`src/rtl/ram_burst_ctrl.sv`:
```
// Burst command front-end for a 16x16 single-port synchronous RAM.
// Zero-fills the RAM after reset or on request, then serves write/read bursts.
module ram_burst_ctrl #(
   parameter int DATA_W = 16,
   parameter int ADDR_W = 4,
   parameter int DEPTH  = 16
) (
   input  logic              clk_i,
   input  logic              rst_i,
   input  logic              clr_req_i,
   input  logic              cmd_valid_i,
   output logic              cmd_ready_o,
   input  logic              cmd_wr_i,
   input  logic [ADDR_W-1:0] cmd_addr_i,
   input  logic [ADDR_W-1:0] cmd_len_i,
   input  logic              wdata_valid_i,
   output logic              wdata_ready_o,
   input  logic [DATA_W-1:0] wdata_i,
   output logic              rdata_valid_o,
   output logic [DATA_W-1:0] rdata_o,
   output logic              busy_o,
   output logic              ram_en_o,
   output logic              ram_wen_o,
   output logic [ADDR_W-1:0] ram_addr_o,
   output logic [DATA_W-1:0] ram_din_o,
   input  logic [DATA_W-1:0] ram_dout_i
);

   // state   | meaning
   // CLEAR   | writing zero to RAM[ptr], one word per cycle
   // IDLE    | waiting for clr_req or a burst command
   // WRITE   | one RAM write per wdata handshake
   // READ    | one RAM read issued per cycle, no backpressure
   typedef enum logic [1:0] {
      S_CLEAR = 2'd0,
      S_IDLE  = 2'd1,
      S_WRITE = 2'd2,
      S_READ  = 2'd3
   } state_t;

   state_t              state_q, state_d;
   logic [ADDR_W-1:0]   ptr_q, ptr_d;
   logic [ADDR_W-1:0]   cnt_q, cnt_d;
   logic                rdata_valid_q, rdata_valid_d;

   always_ff @(posedge clk_i) begin
      if (rst_i) begin
         state_q       <= S_CLEAR;
         ptr_q         <= '0;
         cnt_q         <= '0;
         rdata_valid_q <= 1'b0;
      end else begin
         state_q       <= state_d;
         ptr_q         <= ptr_d;
         cnt_q         <= cnt_d;
         rdata_valid_q <= rdata_valid_d;
      end
   end

   always_comb begin
      state_d       = state_q;
      ptr_d         = ptr_q;
      cnt_d         = cnt_q;
      // RAM output is valid the cycle after every read issue
      rdata_valid_d = (state_q == S_READ);
      case (state_q)
         S_CLEAR: begin
            ptr_d = ptr_q + ADDR_W'(1);
            if (ptr_q == ADDR_W'(DEPTH - 1)) begin
               state_d = S_IDLE;
               ptr_d   = '0;
            end
         end
         S_IDLE: begin
            if (clr_req_i) begin
               state_d = S_CLEAR;
               ptr_d   = '0;
            end else if (cmd_valid_i) begin
               ptr_d   = cmd_addr_i;
               cnt_d   = cmd_len_i;
               state_d = cmd_wr_i ? S_WRITE : S_READ;
            end
         end
         S_WRITE: begin
            if (wdata_valid_i) begin
               ptr_d = ptr_q + ADDR_W'(1);
               cnt_d = cnt_q - ADDR_W'(1);
               if (cnt_q == '0) state_d = S_IDLE;
            end
         end
         S_READ: begin
            ptr_d = ptr_q + ADDR_W'(1);
            cnt_d = cnt_q - ADDR_W'(1);
            if (cnt_q == '0) state_d = S_IDLE;
         end
         default: state_d = S_CLEAR;
      endcase
   end

   always_comb begin
      cmd_ready_o   = 1'b0;
      wdata_ready_o = 1'b0;
      busy_o        = 1'b1;
      ram_en_o      = 1'b0;
      ram_wen_o     = 1'b0;
      ram_addr_o    = ptr_q;
      ram_din_o     = '0;
      case (state_q)
         S_CLEAR: begin
            ram_en_o  = 1'b1;
            ram_wen_o = 1'b1;
         end
         S_IDLE: begin
            busy_o      = 1'b0;
            cmd_ready_o = ~clr_req_i;
         end
         S_WRITE: begin
            wdata_ready_o = 1'b1;
            ram_en_o      = wdata_valid_i;
            ram_wen_o     = wdata_valid_i;
            ram_din_o     = wdata_i;
         end
         S_READ: begin
            ram_en_o = 1'b1;
         end
         default: ;
      endcase
   end

   assign rdata_valid_o = rdata_valid_q;
   assign rdata_o       = ram_dout_i;

endmodule

```
`config.mk`:
```
export PLATFORM = sky130hd
export DESIGN_NAME = ram_burst_ctrl
export DESIGN_NICKNAME = d
export VERILOG_FILES = /design/src/rtl/ram_burst_ctrl.sv
export SDC_FILE = /design/constraint.sdc
export NUM_CORES = 1
export LEC_CHECK = 0
export CAP_MARGIN = 40
export CORE_MARGIN = 8
export CORE_UTILIZATION = 33
export DETAILED_ROUTE_END_ITERATION = 16
export PLACE_DENSITY = 0.85
export SLEW_MARGIN = 20
export SYNTH_ARGS = -nofsm -noshare
export SYNTH_HDL_FRONTEND = slang
export SYNTH_SLANG_ARGS = --single-unit
```
`constraint.sdc`:
```
create_clock -name clk_i -period 4.95 [get_ports clk_i]
set_clock_uncertainty 0.05 [all_clocks]
set_input_delay 0.99 -clock clk_i [delete_from_list [all_inputs] [get_ports clk_i]]
set_output_delay 0.99 -clock clk_i [all_outputs]
set_load 0.05 [all_outputs]
```
==> flow_summary_export.csv, run 1 <==
group,metric,value,unit
status,outcome,"finished clean",
timing,fin_crit,3.61,ns
hold_path,whs_path_depth,2,
worst_setup_path,r2r_slack,2.80,ns
placed_design,place_area,1440,µm²
clock_tree,ctsHoldBuffers,0,
global_route,grt_pass1_vias,1073,
logic_synthesis,seq_area_frac_synth,22.4,%
placed_design,dp_hpwl,2420,µm
clock_tree,cts_resized,0,
power_and_ir_drop,p_leak,0.000536,µW
floorplan,start_util,35.3,%
job,drv_cap,0,
cells_and_area,fillerInstances,261,
clock_tree,cts_tree,"done",
cells_and_area,syn2layout_area_growth,49.2,%
floorplan,core-area,2780,µm²
global_route,antenna_found_initial,0,
worst_setup_path,endpoint_kind,"output port",
placed_design,io_buffer_count,55,
timing,slew_headroom,53.7,%
cells_and_area,regArea,220,µm²
logic_synthesis,syn_inst,122,
global_route,grt_pass1_wl,4930,µm
worst_setup_path,worstPathMaxFanout,4,
floorplan,fp.dieH,70.5,µm
clock_tree,post_cts_buffers,0,
hold_path,min_path_type,"flip-flop to flip-flop",
timing,finalSetupTns,0,ns
route,vias,1004,
floorplan,die_w,70.5,µm
cells_and_area,multiInputGateArea,598,µm²
global_route,grt_overflow,0,
global_route,grt_max_degree,25,
logic_synthesis,syn_area,981,µm²
cells_and_area,final_common_cell,"clkdlybuf4s50_1",
logic_synthesis,syn_avg_cell_area,8.04,µm²
timing,max_slew.worst_pin.slew,0.694,ns
worst_setup_path,critPathKind,"input port to output port",
worst_setup_path,worstPathRequired,3.91,ns
cells_and_area,antenna_cells,0,
floorplan,die_area,4970,µm²
power_and_ir_drop,power_per_cell_area,135,nW/µm²
route,drcViolationCount,0,
route,ant_nets,0,
worst_setup_path,worstPathArrival,2.57,ns
global_route,grt_usage,11.7,%
floorplan,rows,19,
worst_setup_path,rr_endpoint,"ram_addr_o[0]",
route,avgRoutedWirePerCell,15.4,µm
cells_and_area,final_cell_area,1460,µm²
power_and_ir_drop,power.total,198,µW
power_and_ir_drop,ir_worst_vdd,0.217,mV
hold_path,whs_endpoint,"ram_addr_o[2]",
timing,fin_hold_ws,0.493,ns
timing,setup_slack,1.34,ns
placed_design,gp_congestion,0.786,
logic_synthesis,ys_types,40,
logic_synthesis,yosys_warnings,0,
cells_and_area,drive_gt1_share,8.64,%
placed_design,post-place-ws,1.34,ns
floorplan,ios,88,
hold_path,worstHoldStart,"ram_addr_o[2]",
logic_synthesis,synth_fp_nets,174,
route,drt_wl_total,2980,µm
timing,slew_viol_final,0,
timing,grt_setup_unrepaired,"false",
logic_synthesis,ys_seq_elements,11,
clock_tree,htree_num_levels,1,
clock_tree,numCtsBuffers,3,
clock_tree,cts.clk_slew.worst_paths,0.07,ns
cells_and_area,layout_common_cells,"clkdlybuf4s50_1 (55), and2_1 (17), dfxtp_1 (11), a21oi_1 (10), inv_1 (8)",
timing,hold_viol,0,
timing,fmax,277,MHz
clock_tree,clock_path_buffers,2,
worst_setup_path,cp-start-kind,"input port",
route,vias_per_cell,5.20,
clock_tree,clk_latency,0.27,ns
clock_tree,cts.sinks,11,
worst_setup_path,r2r_cells,6,
worst_setup_path,r2r-start,"state_q[0]",
cells_and_area,fin_nets,215,
timing,finalCritPeriodShare,73.0,%
clock_tree,cts_root_buffer,"clkbuf_4",
timing,setup_viol,0,
route,drt_first_pass_iters,4,
route,drtIter0Drc,37,
[Yosys cell counts]
master     number  area share (%)
nand2b_1        2             1.3
inv_1           8             3.1
and3_1          1            0.64
nor3_1          5             2.6
nand3b_1        1            0.77
nor4_1          1            0.64
o21ai_2         1            0.89
o22a_1          1            0.89
nand2_1         4             1.5
o32ai_1         1            0.89
a21bo_2         2             2.0
a21oi_1        10             5.1
nor2_2          1            0.64
o2bb2ai_1       1            0.89
clkbuf_2        1            0.51
nand4b_1        1            0.89
a211oi_1        2             1.5
nand2b_2        1            0.89
and2_1         17              11
o21bai_2        1             1.1
o21ai_0         4             2.0
nor3b_2         1             1.3
mux2_2          1             1.1
nor2_1          4             1.5
a21boi_4        1             1.9
nor3b_1         2             1.5
or2_0           1            0.64
a221oi_2        1             1.5
nand3_1         2             1.0
clkbuf_1        2            0.77
nor2b_1         1            0.64
a221oi_1        2             1.8
nand3b_2        1             1.1
dfxtp_1        11              22
o311ai_1        1            0.89
o22ai_1         1            0.64
o21a_1          1            0.77
buf_4          16              12
o31ai_1         1            0.77
ha_1            6             7.7
[worst max path at each step]
stage,from,end,slack [ns],cells past startpoint
finish,clr_req_i,cmd_ready_o,1.34,4
CTS,clr_req_i,cmd_ready_o,1.34,4
detailed placement,clr_req_i,cmd_ready_o,1.34,4
floorplan,state_q[0],ram_en_o,1.79,5
global route,state_q[0],ram_en_o,1.24,5
global placement,clr_req_i,cmd_ready_o,1.36,4
[cells by family (layout without fill, tap and decap cells)]
kind of cell	after synthesis	count (layout)	share of synthesized area, %
AND/OR/NAND/NOR	46	46	28.4
AO/OA/AOI/OAI	31	31	23.7
buffers and inverters	27	67	16.6
flip-flops	11	11	22.4
adder cells (fa/ha/maj)	6	6	7.65
multiplexers	1	1	1.15
[sequential cells by signal (all words and copies together), names as in the netlist]
| register | cells |
|---|---|
| rdata_valid_o | 1 |
| cnt_q | 4 |
| state_q | 2 |
| ram_addr_o | 4 |
[area by class of cell]
class,instances,share of cell area (%)
clock buffer,4,1.79
inverter,8,2.05
tap,31,2.65
multi-input combinational,84,40.9
timing repair buffer,55,37.6
sequential,11,15.0
[where the power goes]
part,leakage [µW],internal (µW),switching [µW]
registers,0.0000892,90.5,2.27
logic,0.000432,27.7,16.8
clock network,0.0000150,31.2,29.4
total,0.000536,149,48.5
[layer usage]
layer  up-vias  global-route usage [%]  routed length, µm
met5         -                       0                  0
met4         0                    5.58                 31
met3         8                    3.81                190
met2        31                    21.6               1620
met1       474                    11.5               1130
li1        491                       -                  -
[stage by stage]
step,util (%),instances
final,52.6,193
after global routing,52.6,193
after CTS,52.6,193
after detailed placement,51.7,189
after global placement,51.7,189
after floorplan,-,122
[worst max-delay path: stages]
cell and delay (ns):
clkdlybuf4s50_1 0.46, nand2b_1 0.21, inv_1 0.10, clkdlybuf4s50_1 0.81
No activity file was read; power rests on OpenSTA's default activity.
==> inputs of run 2 (changes only) <==
CORE_UTILIZATION = 31   (was 33)
PLACE_DENSITY = 0.8   (was 0.85)
clock period = 3.35 ns   (was 4.95 ns; I/O delays follow)
==> flow_summary_export.csv, run 2 (synthesis results as in run 1) <==
group,metric,value,unit
status,outcome,"finished clean",
worst_setup_path,rr_endpoint,"ram_addr_o[0]",
worst_setup_path,r2r-start,"state_q[0]",
worst_setup_path,cp_num_buf_inv,2,
power_and_ir_drop,power.total,295,µW
timing,slew_headroom,53.7,%
global_route,grt_usage,11.2,%
hold_path,whs_path_depth,2,
clock_tree,htree_num_levels,1,
global_route,grt_pass1_wl,4700,µm
worst_setup_path,max_stage_delay,0.81,ns
global_route,grt_overflow,0,
clock_tree,cts_root_buffer,"clkbuf_4",
placed_design,gp_congestion,0.822,
route,vias,1005,
floorplan,die_area,5220,µm²
job,drv_cap,0,
placed_design,dp_hpwl,2460,µm
route,drcViolationCount,0,
timing,grt_setup_unrepaired,"false",
worst_setup_path,cp_slowest_cell,"clkdlybuf4s50_1",
floorplan,die_w,72.3,µm
floorplan,core-area,3030,µm²
worst_setup_path,worstPathMaxFanout,24,
power_and_ir_drop,clkPwrFrac,31.5,%
timing,max_slew.worst_pin.slew,0.695,ns
timing,fmax,322,MHz
timing,slew_viol_final,0,
cells_and_area,regArea,220,µm²
clock_tree,cts_resized,0,
floorplan,ios,88,
hold_path,whs_endpoint,"state_q[1]",
hold_path,min_path_type,"flip-flop to flip-flop",
global_route,grt_pass1_vias,966,
route,vias_per_cell,4.88,
route,avgRoutedWirePerCell,14.6,µm
worst_setup_path,worstPathRequired,2.63,ns
power_and_ir_drop,combPwrFrac,22.1,%
hold_path,worstHoldStart,"state_q[1]",
cells_and_area,fillerInstances,281,
clock_tree,clock_path_buffers,2,
worst_setup_path,worstPathArrival,2.39,ns
clock_tree,post_cts_buffers,0,
clock_tree,cts.sinks,11,
global_route,antenna_found_initial,0,
power_and_ir_drop,ir_worst_vdd,0.0874,mV
timing,fin_crit,3.11,ns
worst_setup_path,crit_path_frequent_cell,"nand2_1",
clock_tree,ctsHoldBuffers,0,
floorplan,start_util,32.4,%
worst_setup_path,path_cells,"inv_1 > ha_1 > nand2_1 > nand2_1 > clkdlybuf4s50_1",
clock_tree,cts_tree,"done",
worst_setup_path,critPathKind,"flip-flop to output port",
cells_and_area,antenna_cells,0,
worst_setup_path,path_delay_family,"buffers and inverters",
route,drtIter0Drc,49,
power_and_ir_drop,power_per_cell_area,200,nW/µm²
cells_and_area,fin_nets,215,
cells_and_area,instances_no_fill,206,
placed_design,place_inst,202,
timing,finalCritPeriodShare,92.8,%
route,ant_nets,0,
timing,hold_viol,0,
cells_and_area,multiInputGateArea,598,µm²
route,drt_first_pass_iters,4,
power_and_ir_drop,p_leak,0.000538,µW
cells_and_area,post-route-util,48.7,%
cells_and_area,final_common_cell,"clkdlybuf4s50_1",
global_route,grt_max_degree,25,
power_and_ir_drop,p_int,220,µW
worst_setup_path,r2r_cells,6,
cells_and_area,drive_gt1_share,9.88,%
worst_setup_path,r2r_slack,1.26,ns
clock_tree,cts.clk_slew.worst_paths,0.07,ns
floorplan,rows,20,
clock_tree,clk_latency,0.27,ns
worst_setup_path,cp-start-kind,"flip-flop",
power_and_ir_drop,power_frac_seq,46.4,%
cells_and_area,layout_common_cells,"clkdlybuf4s50_1 (53), and2_1 (17), dfxtp_1 (11), a21oi_1 (10), inv_1 (8)",
cells_and_area,syn2layout_area_growth,50.4,%
timing,finalSetupTns,0,ns
route,drt_wl_total,3010,µm
power_and_ir_drop,power.switching,74.2,µW
worst_setup_path,endpoint_kind,"output port",
floorplan,fp.dieH,72.3,µm
clock_tree,numCtsBuffers,3,
timing,setup_viol,0,
power_and_ir_drop,switching_share,25.2,%
placed_design,io_buffer_count,55,
[run 2: final cells by class]
type,instances,area share [%]
sequential,11,14.9
inverter,8,2.04
multi-input combinational,84,40.5
clock buffer,4,1.78
timing repair buffer,55,37.0
tap,44,3.73
[run 2: metrics by stage]
stage                     setup slack, ns  hold WS [ns]  area, µm²
after floorplan                     0.514         0.437        981
after global placement              0.507         0.450       1450
after detailed placement            0.493         0.458       1450
after CTS                           0.214         0.468       1480
after global routing               0.0327         0.503       1480
final                               0.242         0.475       1480
[run 2: worst max path at each step]
stage	start	to	slack [ns]	cells after the start
CTS	state_q[0]	ram_wen_o	0.21	5
finish	state_q[0]	ram_wen_o	0.24	5
floorplan	state_q[0]	ram_en_o	0.51	5
global placement	wdata_valid_i	ram_wen_o	0.51	4
detailed placement	wdata_valid_i	ram_wen_o	0.49	4
global route	state_q[0]	ram_wen_o	0.03	5
[run 2: worst register-to-register path: cells and delay by family (launching register included)]
kind	cells	cell delay (ns)
flops	1	0.39
buf+inv	1	0.08
compound gates	3	0.51
simple gates	1	0.48
fa+ha+maj	1	0.45
[run 2: power groups by stage]
stage | combinational (µW) | clock (µW) | sequential (µW)
after floorplan | 63.4 | 0 | 150
after global placement | 63.9 | 0 | 140
after detailed placement | 65.3 | 0 | 140
after CTS | 65.7 | 94.9 | 137
after global routing | 69.1 | 104 | 137
final | 65.1 | 92.9 | 137
[run 2: per-layer routing]
layer / GRT usage [%] / wire (µm) / part of all wire [%] / up-vias
met5: 0 / 0 / 0 / -
met4: 6.12 / 71 / 2.4 / 0
met3: 2.20 / 226 / 7.5 / 8
met2: 19.8 / 1500 / 50 / 47
met1: 12.1 / 1210 / 40 / 463
li1: - / - / - / 487
